## config.mk

```make
export PLATFORM = sky130hd
export DESIGN_NAME = tcm_lsu
export DESIGN_NICKNAME = d
export VERILOG_FILES = /design/src/rtl/tcm_lsu.sv
export SDC_FILE = /design/constraint.sdc
export NUM_CORES = 1
export LEC_CHECK = 0
export CAP_MARGIN = 10
export CORE_MARGIN = 5
export CORE_UTILIZATION = 30
export DETAILED_ROUTE_END_ITERATION = 10
export PLACE_DENSITY = 0.66
export SKIP_LAST_GASP = 1
export SLEW_MARGIN = 10
export SYNTH_ARGS = -nofsm -noshare
export SYNTH_HDL_FRONTEND = slang
export SYNTH_SLANG_ARGS = --single-unit
```

## constraint.sdc

```tcl
create_clock -name clk_i -period 2 [get_ports clk_i]
set_input_delay 0.4 -clock clk_i [delete_from_list [all_inputs] [get_ports clk_i]]
set_output_delay 0.4 -clock clk_i [all_outputs]
set_load 0.02 [all_outputs]
```

## src/rtl/tcm_lsu.sv

```systemverilog
// Load/store unit between a CPU request port and a single-cycle-read 32-bit TCM.
// Latency: store/error response 1 cycle after accept, load response 2 cycles after accept.
// Backpressure: one access in flight; req_ready_o drops until the response is consumed.
module tcm_lsu #(
    parameter int ADDR_W = 14
) (
    input  logic              clk_i,
    input  logic              rst_i,
    input  logic              req_valid_i,
    output logic              req_ready_o,
    input  logic [31:0]       req_addr_i,
    input  logic [31:0]       req_wdata_i,
    input  logic              req_we_i,
    input  logic [1:0]        req_size_i,
    input  logic              req_unsigned_i,
    output logic              resp_valid_o,
    input  logic              resp_ready_i,
    output logic [31:0]       resp_rdata_o,
    output logic              resp_err_o,
    output logic [ADDR_W-1:0] mem_addr_o,
    output logic [31:0]       mem_data_o,
    output logic [3:0]        mem_wr_o,
    input  logic [31:0]       mem_data_i
);

    typedef enum logic [1:0] {IDLE, RD_WAIT, RESP} state_t;

    state_t              state_q, state_d;
    logic [ADDR_W-1:0]   maddr_q, maddr_d;
    logic [1:0]          lane_q, lane_d;
    logic [1:0]          size_q, size_d;
    logic                uns_q, uns_d;
    logic [31:0]         rdata_q, rdata_d;
    logic                err_q, err_d;

    logic                accept;
    logic                req_err;
    logic [3:0]          byte_en;
    logic [7:0]          ld_byte;
    logic [15:0]         ld_half;
    logic [31:0]         ld_ext;

    assign req_ready_o  = (state_q == IDLE);
    assign accept       = req_ready_o && req_valid_i;
    assign resp_valid_o = (state_q == RESP);
    assign resp_rdata_o = rdata_q;
    assign resp_err_o   = err_q;
    assign mem_addr_o   = req_ready_o ? req_addr_i[ADDR_W+1:2] : maddr_q;

    // Shift rather than slice so the range check stays legal for any ADDR_W.
    assign req_err = (req_size_i == 2'd3)
                  || (req_size_i == 2'd1 && req_addr_i[0])
                  || (req_size_i == 2'd2 && req_addr_i[1:0] != 2'd0)
                  || ((req_addr_i >> (ADDR_W + 2)) != 32'd0);

    always_comb begin
        byte_en    = 4'b0000;
        mem_data_o = req_wdata_i;
        case (req_size_i)
            2'd0: begin
                byte_en    = 4'b0001 << req_addr_i[1:0];
                mem_data_o = {4{req_wdata_i[7:0]}};
            end
            2'd1: begin
                byte_en    = req_addr_i[1] ? 4'b1100 : 4'b0011;
                mem_data_o = {2{req_wdata_i[15:0]}};
            end
            2'd2:    byte_en = 4'b1111;
            default: byte_en = 4'b0000;
        endcase
    end

    // rst_i gates the strobe directly so no write can slip out during reset.
    assign mem_wr_o = (accept && req_we_i && !req_err && rst_i) ? byte_en : 4'b0000;

    always_comb begin
        ld_byte = mem_data_i[7:0];
        case (lane_q)
            2'd1:    ld_byte = mem_data_i[15:8];
            2'd2:    ld_byte = mem_data_i[23:16];
            2'd3:    ld_byte = mem_data_i[31:24];
            default: ld_byte = mem_data_i[7:0];
        endcase
        ld_half = lane_q[1] ? mem_data_i[31:16] : mem_data_i[15:0];
        case (size_q)
            2'd0:    ld_ext = uns_q ? {24'd0, ld_byte} : {{24{ld_byte[7]}}, ld_byte};
            2'd1:    ld_ext = uns_q ? {16'd0, ld_half} : {{16{ld_half[15]}}, ld_half};
            default: ld_ext = mem_data_i;
        endcase
    end

    always_comb begin
        state_d = state_q;
        maddr_d = maddr_q;
        lane_d  = lane_q;
        size_d  = size_q;
        uns_d   = uns_q;
        rdata_d = rdata_q;
        err_d   = err_q;
        case (state_q)
            IDLE: begin
                if (accept) begin
                    maddr_d = req_addr_i[ADDR_W+1:2];
                    lane_d  = req_addr_i[1:0];
                    size_d  = req_size_i;
                    uns_d   = req_unsigned_i;
                    err_d   = req_err;
                    rdata_d = 32'd0;
                    state_d = (req_we_i || req_err) ? RESP : RD_WAIT;
                end
            end
            RD_WAIT: begin
                rdata_d = ld_ext;
                state_d = RESP;
            end
            RESP: begin
                if (resp_ready_i) state_d = IDLE;
            end
            default: state_d = IDLE;
        endcase
    end

    always_ff @(posedge clk_i or negedge rst_i) begin
        if (!rst_i) begin
            state_q <= IDLE;
            maddr_q <= '0;
            lane_q  <= 2'd0;
            size_q  <= 2'd0;
            uns_q   <= 1'b0;
            rdata_q <= 32'd0;
            err_q   <= 1'b0;
        end else begin
            state_q <= state_d;
            maddr_q <= maddr_d;
            lane_q  <= lane_d;
            size_q  <= size_d;
            uns_q   <= uns_d;
            rdata_q <= rdata_d;
            err_q   <= err_d;
        end
    end

endmodule

```

==> impl_metrics.env, run 1 <==
export IMPL_seq_area_mm2=0.001351
export IMPL_cp_data_required_time_ps=1600
export IMPL_num_nets_final=618
export IMPL_yosysUniqueCellTypes=42
export IMPL_rsz0062_at_grt="yes"
export IMPL_worst_setup_path_start_kind="input port"
export IMPL_fin_ws_ps=-282.7
export IMPL_synthArstFlopShare=1.000
export IMPL_syn2layout_area_growth_pct=67.68
export IMPL_crit_fanout=4
export IMPL_first_global_vias=3616
export IMPL_multiInputGateArea_mm2=0.001794
export IMPL_drtAntennaViolNets=0
export IMPL_wl_per_cell_um=18.87
export IMPL_place_congestion=0.8222
export IMPL_layout_common_cells="120 x clkdlybuf4s50_1, 54 x mux2_2, 54 x dfrtp_1"
export IMPL_intPower_mw=2.180
export IMPL_grt_usage=0.1842
export IMPL_fill_cells=1053
export IMPL_synth_area_mm2=0.003283
export IMPL_worstMarginPinSlew_ps=718.3
export IMPL_synth_seq_area_share=0.4116
export IMPL_cts_max_level=2
export IMPL_power_density_mw_per_mm2=605.7
export IMPL_combPwrFrac=0.433
export IMPL_maxCapViolCount=0
export IMPL_vias_per_cell=5.168
export IMPL_layout_drive_gt1_share=0.3049
export IMPL_die_height_um=114.6
export IMPL_worst_r2r_startpoint="lane_q[0]"
export IMPL_avgSynthCellArea_um2=10.56
export IMPL_r2r_slack_ps=200
export IMPL_dpl_cell_area_mm2=0.005430
export IMPL_cts_sinks=54
export IMPL_first_pass_iters=4
export IMPL_synthCells=311
export IMPL_drc=0
export IMPL_fp_row_count=38
export IMPL_die_area_mm2=0.01314
export IMPL_cp_end_kind="output pin"
export IMPL_grt_max_degree=55
export IMPL_violations="setup timing"
export IMPL_synth_edff_count=0
export IMPL_critPathArrivalTime_ps=1880
export IMPL_ys_warn_count=0
export IMPL_setup_tns_ps=-3287
export IMPL_clockRootBuffer="clkbuf_8"
export IMPL_clkLatencyLatePin_ps=310
export IMPL_vias=3385
export IMPL_tritoncts="yes"
export IMPL_final_common_cell="clkdlybuf4s50_1"
export IMPL_synth_fp_nets=415
export IMPL_r2r_end="resp_rdata_o[26]"
export IMPL_path_clk_slew_ps=110
export IMPL_overflow=0
export IMPL_power_switching_mw=1.154
export IMPL_grt_first_pass_wirelength_um=19230
export IMPL_clock_skew_final_ps=11.90
export IMPL_ys_ff_latch=54
export IMPL_fmax_mhz=438.1
export IMPL_start_util=0.3042
export IMPL_setup_viol=18
export IMPL_pre_cts_slack_ps=-980.6
export IMPL_cts_buffer_depth=2
export IMPL_ys_dominant_reg_cell="dfrtp_1"
export IMPL_hold_viol=0
export IMPL_cts_buffers_inserted=5
export IMPL_max_slew_margin_rel=0.5212
export IMPL_coreArea_mm2=0.01079
export IMPL_antennaDiodeCount=0
export IMPL_p_seq_frac=0.378
export IMPL_sw_frac_of_total=0.3462
export IMPL_antenna_found_initial=0
export IMPL_fin_crit_sh=1.141
export IMPL_portBuffers=188
export IMPL_io_pins=189
export IMPL_reg2reg_depth=6
export IMPL_irDropWorstVdd_uv=253.8
export IMPL_ctsHoldBuffers=0
export IMPL_drt_wl_total_um=12360
export IMPL_finalCriticalPeriod_ps=2283
export IMPL_slew_viol_final=0
export IMPL_hold_class="in2async"
export IMPL_outcome="finished with violations"
export IMPL_hpwl_um=9638
export IMPL_final_area_mm2=0.005505
export IMPL_dr_first_iter_drc_count=145
export IMPL_die_w_um=114.6
export IMPL_power_leakage_nw=2.364
export IMPL_clock_power_share=0.189
export IMPL_crit_type="in2out"
## worst max path at each step
stage	start	cells after the start	endpoint	slack, ps
after floorplan	state_q[0]	5	mem_wr_o[0]	-80
after detailed placement	req_addr_i[18]	6	mem_wr_o[3]	-980
after global routing	state_q[1]	5	mem_wr_o[2]	-370
final	req_addr_i[1]	6	mem_wr_o[3]	-280
after global placement	req_addr_i[18]	6	mem_wr_o[3]	-960
after CTS	state_q[1]	5	mem_wr_o[2]	-310
## cell usage after synthesis, types with 2 or more instances
library cell,n,share of area
buf_1,2,0.0023
nor2_1,9,0.010
nor2b_1,8,0.015
nand4_1,2,0.0038
dfrtp_1,54,0.41
a222oi_1,4,0.012
a221o_2,10,0.034
nor4_1,4,0.0076
o21ai_0,35,0.053
o21bai_1,2,0.0046
buf_4,9,0.021
mux2i_1,13,0.040
nor3_1,5,0.0076
o22ai_1,2,0.0038
a21oi_1,8,0.012
nand2b_1,4,0.0076
clkbuf_1,12,0.014
buf_6,2,0.0069
nand2_1,31,0.035
a211oi_1,7,0.016
mux2_2,54,0.19
buf_2,6,0.0091
inv_1,2,0.0023
nor3b_2,3,0.011
a221o_1,6,0.018
## sequential cells by signal, indices dropped and copies added, names as in the netlist
| register | flops |
|---|---|
| resp_rdata_o | 32 |
| resp_err_o | 1 |
| lane_q | 2 |
| size_q | 2 |
| uns_q | 1 |
| state_q | 2 |
| maddr_q | 14 |
## per-layer routing
metal,global-route usage,vias up,routed length [um]
met1,0.2203,1647,4922
li1,-,1559,-
met2,0.3244,173,6158
met4,0.02613,0,70
met3,0.06554,6,1208
met5,0,-,0
## per-stage QoR
| stage | hold WS [ps] | std cells | utilization | power, mW |
|---|---|---|---|---|
| final | 264.1 | 655 | 0.5101 | 3.334 |
| after global routing | 308.1 | 655 | 0.5101 | 3.535 |
| after CTS | 306.6 | 654 | 0.5147 | 3.405 |
| after detailed placement | 472.8 | 639 | 0.5031 | 2.808 |
| after global placement | 462.8 | 639 | 0.5031 | 2.780 |
| after floorplan | 104.4 | 311 | - | 2.082 |
## cells by family after synthesis
| group | count (synthesis) | synth area share |
|---|---|---|
| flip-flops | 54 | 0.4116 |
| AND/OR/NAND/NOR | 73 | 0.1174 |
| AO/OA/AOI/OAI | 82 | 0.1818 |
| buffers and inverters | 33 | 0.05488 |
| XOR/XNOR | 1 | 0.002668 |
| multiplexers | 68 | 0.2317 |
## power by group through the flow
stage | logic (mW) | clock network [mW] | registers (mW)
after global placement | 1.50 | 0 | 1.28
after floorplan | 0.829 | 0 | 1.25
after detailed placement | 1.52 | 0 | 1.28
after global routing | 1.57 | 0.692 | 1.28
final | 1.44 | 0.631 | 1.26
after CTS | 1.48 | 0.657 | 1.26
## area by class of cell
cell class                 count  area share
tap                          140     0.03182
inverter                       2    0.001364
clock inverter                 2    0.002500
sequential                    54      0.2455
clock buffer                   6     0.01318
timing repair buffer         227      0.3798
multi-input combinational    224      0.3259
## timing repair
| action | 4_1_cts | 5_1_grt |
|---|---|---|
| endpoints found under the hold margin | 0 | 0 |
| pin swaps | 10 | 1 |
| gates cloned | 2 | 1 |
| gates resized for setup | 153 | 26 |
| setup endpoints to repair | 63 | 27 |
| setup buffers | 5 | 0 |
## critical path: stages
cell,delay (ps)
clkdlybuf4s50_1,460
nand3b_1,110
nand4_1,140
a2111o_1,460
a21oi_2,160
buf_4,150
Power figures use the tool's default switching activity.
==> inputs of run 2 (changes only) <==
- clock period: 2 -> 2.37 ns (I/O delays scaled with it)
==> run 2 against run 1 <==
Net effect:
- the flow still finishes with violations (setup timing)
- die area did not move
- worst hold slack better by 69 ps
- sequential cell count is the same
- highest routed layer unchanged
- sequential power decreased by 14%
==> impl_metrics.env, run 2 (synthesis gave the netlist of run 1 again) <==
export IMPL_rsz0062_at_grt="yes"
export IMPL_fin_ws_ps=-27.29
export IMPL_power_leakage_nw=2.374
export IMPL_start_util=0.3042
export IMPL_num_nets_final=616
export IMPL_crit_type="in2out"
export IMPL_critPathArrivalTime_ps=1920
export IMPL_coreArea_mm2=0.01079
export IMPL_layout_drive_gt1_share=0.2827
export IMPL_final_util=0.5111
export IMPL_wl_per_cell_um=18.32
export IMPL_fmax_mhz=417.1
export IMPL_final_common_cell="clkdlybuf4s50_1"
export IMPL_worst_setup_path_start_kind="input port"
export IMPL_cts_buffer_depth=2
export IMPL_finalCriticalPeriod_ps=2397
export IMPL_violations="setup timing"
export IMPL_path_clk_slew_ps=100
export IMPL_setup_tns_ps=-41.52
export IMPL_fill_cells=1022
export IMPL_vias_per_cell=5.058
export IMPL_die_height_um=114.6
export IMPL_die_area_mm2=0.01314
export IMPL_overflow=0
export IMPL_cts_sinks=54
export IMPL_max_slew_margin_rel=0.3404
export IMPL_hold_viol=0
export IMPL_clockRootBuffer="clkbuf_8"
export IMPL_hpwl_um=9298
export IMPL_cp_slowest_cell="a2111o_1"
export IMPL_worstPathCellList="dlygate4sd2_1 -> nor4_2 -> nand4_1 -> a2111o_1 -> a21oi_1 -> buf_4"
export IMPL_seq_area_mm2=0.001351
export IMPL_critPathMaxStageDelay_ps=440
export IMPL_clkLatencyLatePin_ps=310
export IMPL_cp_data_required_time_ps=1900
export IMPL_slew_viol_final=0
export IMPL_grt_usage=0.1765
export IMPL_maxCapViolCount=0
export IMPL_die_w_um=114.6
export IMPL_first_global_vias=3628
export IMPL_vias=3303
export IMPL_first_pass_iters=4
export IMPL_setup_viol=3
export IMPL_syn2layout_area_growth_pct=68.03
export IMPL_cts_max_level=2
export IMPL_antenna_found_initial=0
export IMPL_clock_skew_final_ps=12.65
export IMPL_drc=0
export IMPL_multiInputGateArea_mm2=0.001799
export IMPL_cp_end_kind="output pin"
export IMPL_outcome="finished with violations"
export IMPL_antennaDiodeCount=0
export IMPL_grt_max_degree=55
export IMPL_dr_first_iter_drc_count=126
export IMPL_hold_class="in2async"
export IMPL_portBuffers=188
export IMPL_fin_crit_sh=1.012
export IMPL_worstMarginPinSlew_ps=989.4
export IMPL_crit_fanout=4
export IMPL_io_pins=189
export IMPL_irDropWorstVdd_uv=258.9
export IMPL_tritoncts="yes"
export IMPL_fp_row_count=38
export IMPL_drtAntennaViolNets=0
export IMPL_power_density_mw_per_mm2=519.4
export IMPL_drt_wl_total_um=11960
export IMPL_place_congestion=0.8233
export IMPL_largest_reg_flops=32
export IMPL_grt_first_pass_wirelength_um=18530
export IMPL_cts_buffers_inserted=5
export IMPL_layout_common_cells="123 x clkdlybuf4s50_1, 54 x mux2_2, 54 x dfrtp_1"
export IMPL_ctsHoldBuffers=0
export IMPL_finalPower_mw=2.865
[run 2: layout make-up]
type	instances	area share
clock inverter	1	0.005443
inverter	2	0.001361
clock buffer	7	0.01384
multi-input combinational	224	0.3262
tap	140	0.03175
sequential	54	0.2450
timing repair buffer	225	0.3765
[run 2: stage by stage]
stage / area (um^2) / instances / setup WS [ps] / hold slack (ps)
CTS: 5535 / 650 / -12.09 / 378.6
global placement: 5373 / 633 / -780.4 / 471.3
finish: 5517 / 653 / -27.29 / 333.5
floorplan: 3283 / 311 / 185.3 / 178.4
global route: 5517 / 653 / -87.66 / 407.2
detailed placement: 5373 / 633 / -780.1 / 475.2
[run 2: critical path: cells and delay by family]
kind,cells,cell delay (ps)
compound gates,2,600
buf+inv,2,400
simple gates,2,450
[run 2: repair_timing]
action                     4_1_cts  5_1_grt
resized for setup              107       30
buffers inserted                 9        3
setup endpoints to repair       43       30
pin swaps                       10        6
[run 2: power breakdown]
| group | internal, mW | switching (mW) |
|---|---|---|
| clock network | 0.317 | 0.312 |
| logic | 0.586 | 0.569 |
| registers | 1.01 | 0.0743 |
[run 2: final timing paths]
check	from	end	slack [ps]	cells past startpoint
setup reg to reg	state_q[1]	resp_rdata_o[26]	120	5
max in group asynchronous	rst_i	resp_rdata_o[20]	1580	2
hold / removal	rst_i	maddr_q[11]	330	2
min in group clk_i	resp_rdata_o[8]	resp_rdata_o[8]	490	2
setup / recovery	req_addr_i[16]	mem_wr_o[3]	-30	6
hold reg to reg	resp_rdata_o[8]	resp_rdata_o[8]	490	2
[run 2: routing by layer]
layer  GRT usage  vias up  wire length, um
met4     0.03880        0              158
met2      0.3085      164             5811
met3     0.07400       12             1331
li1            -     1557                -
met5           0        -                0
met1      0.2003     1570             4663
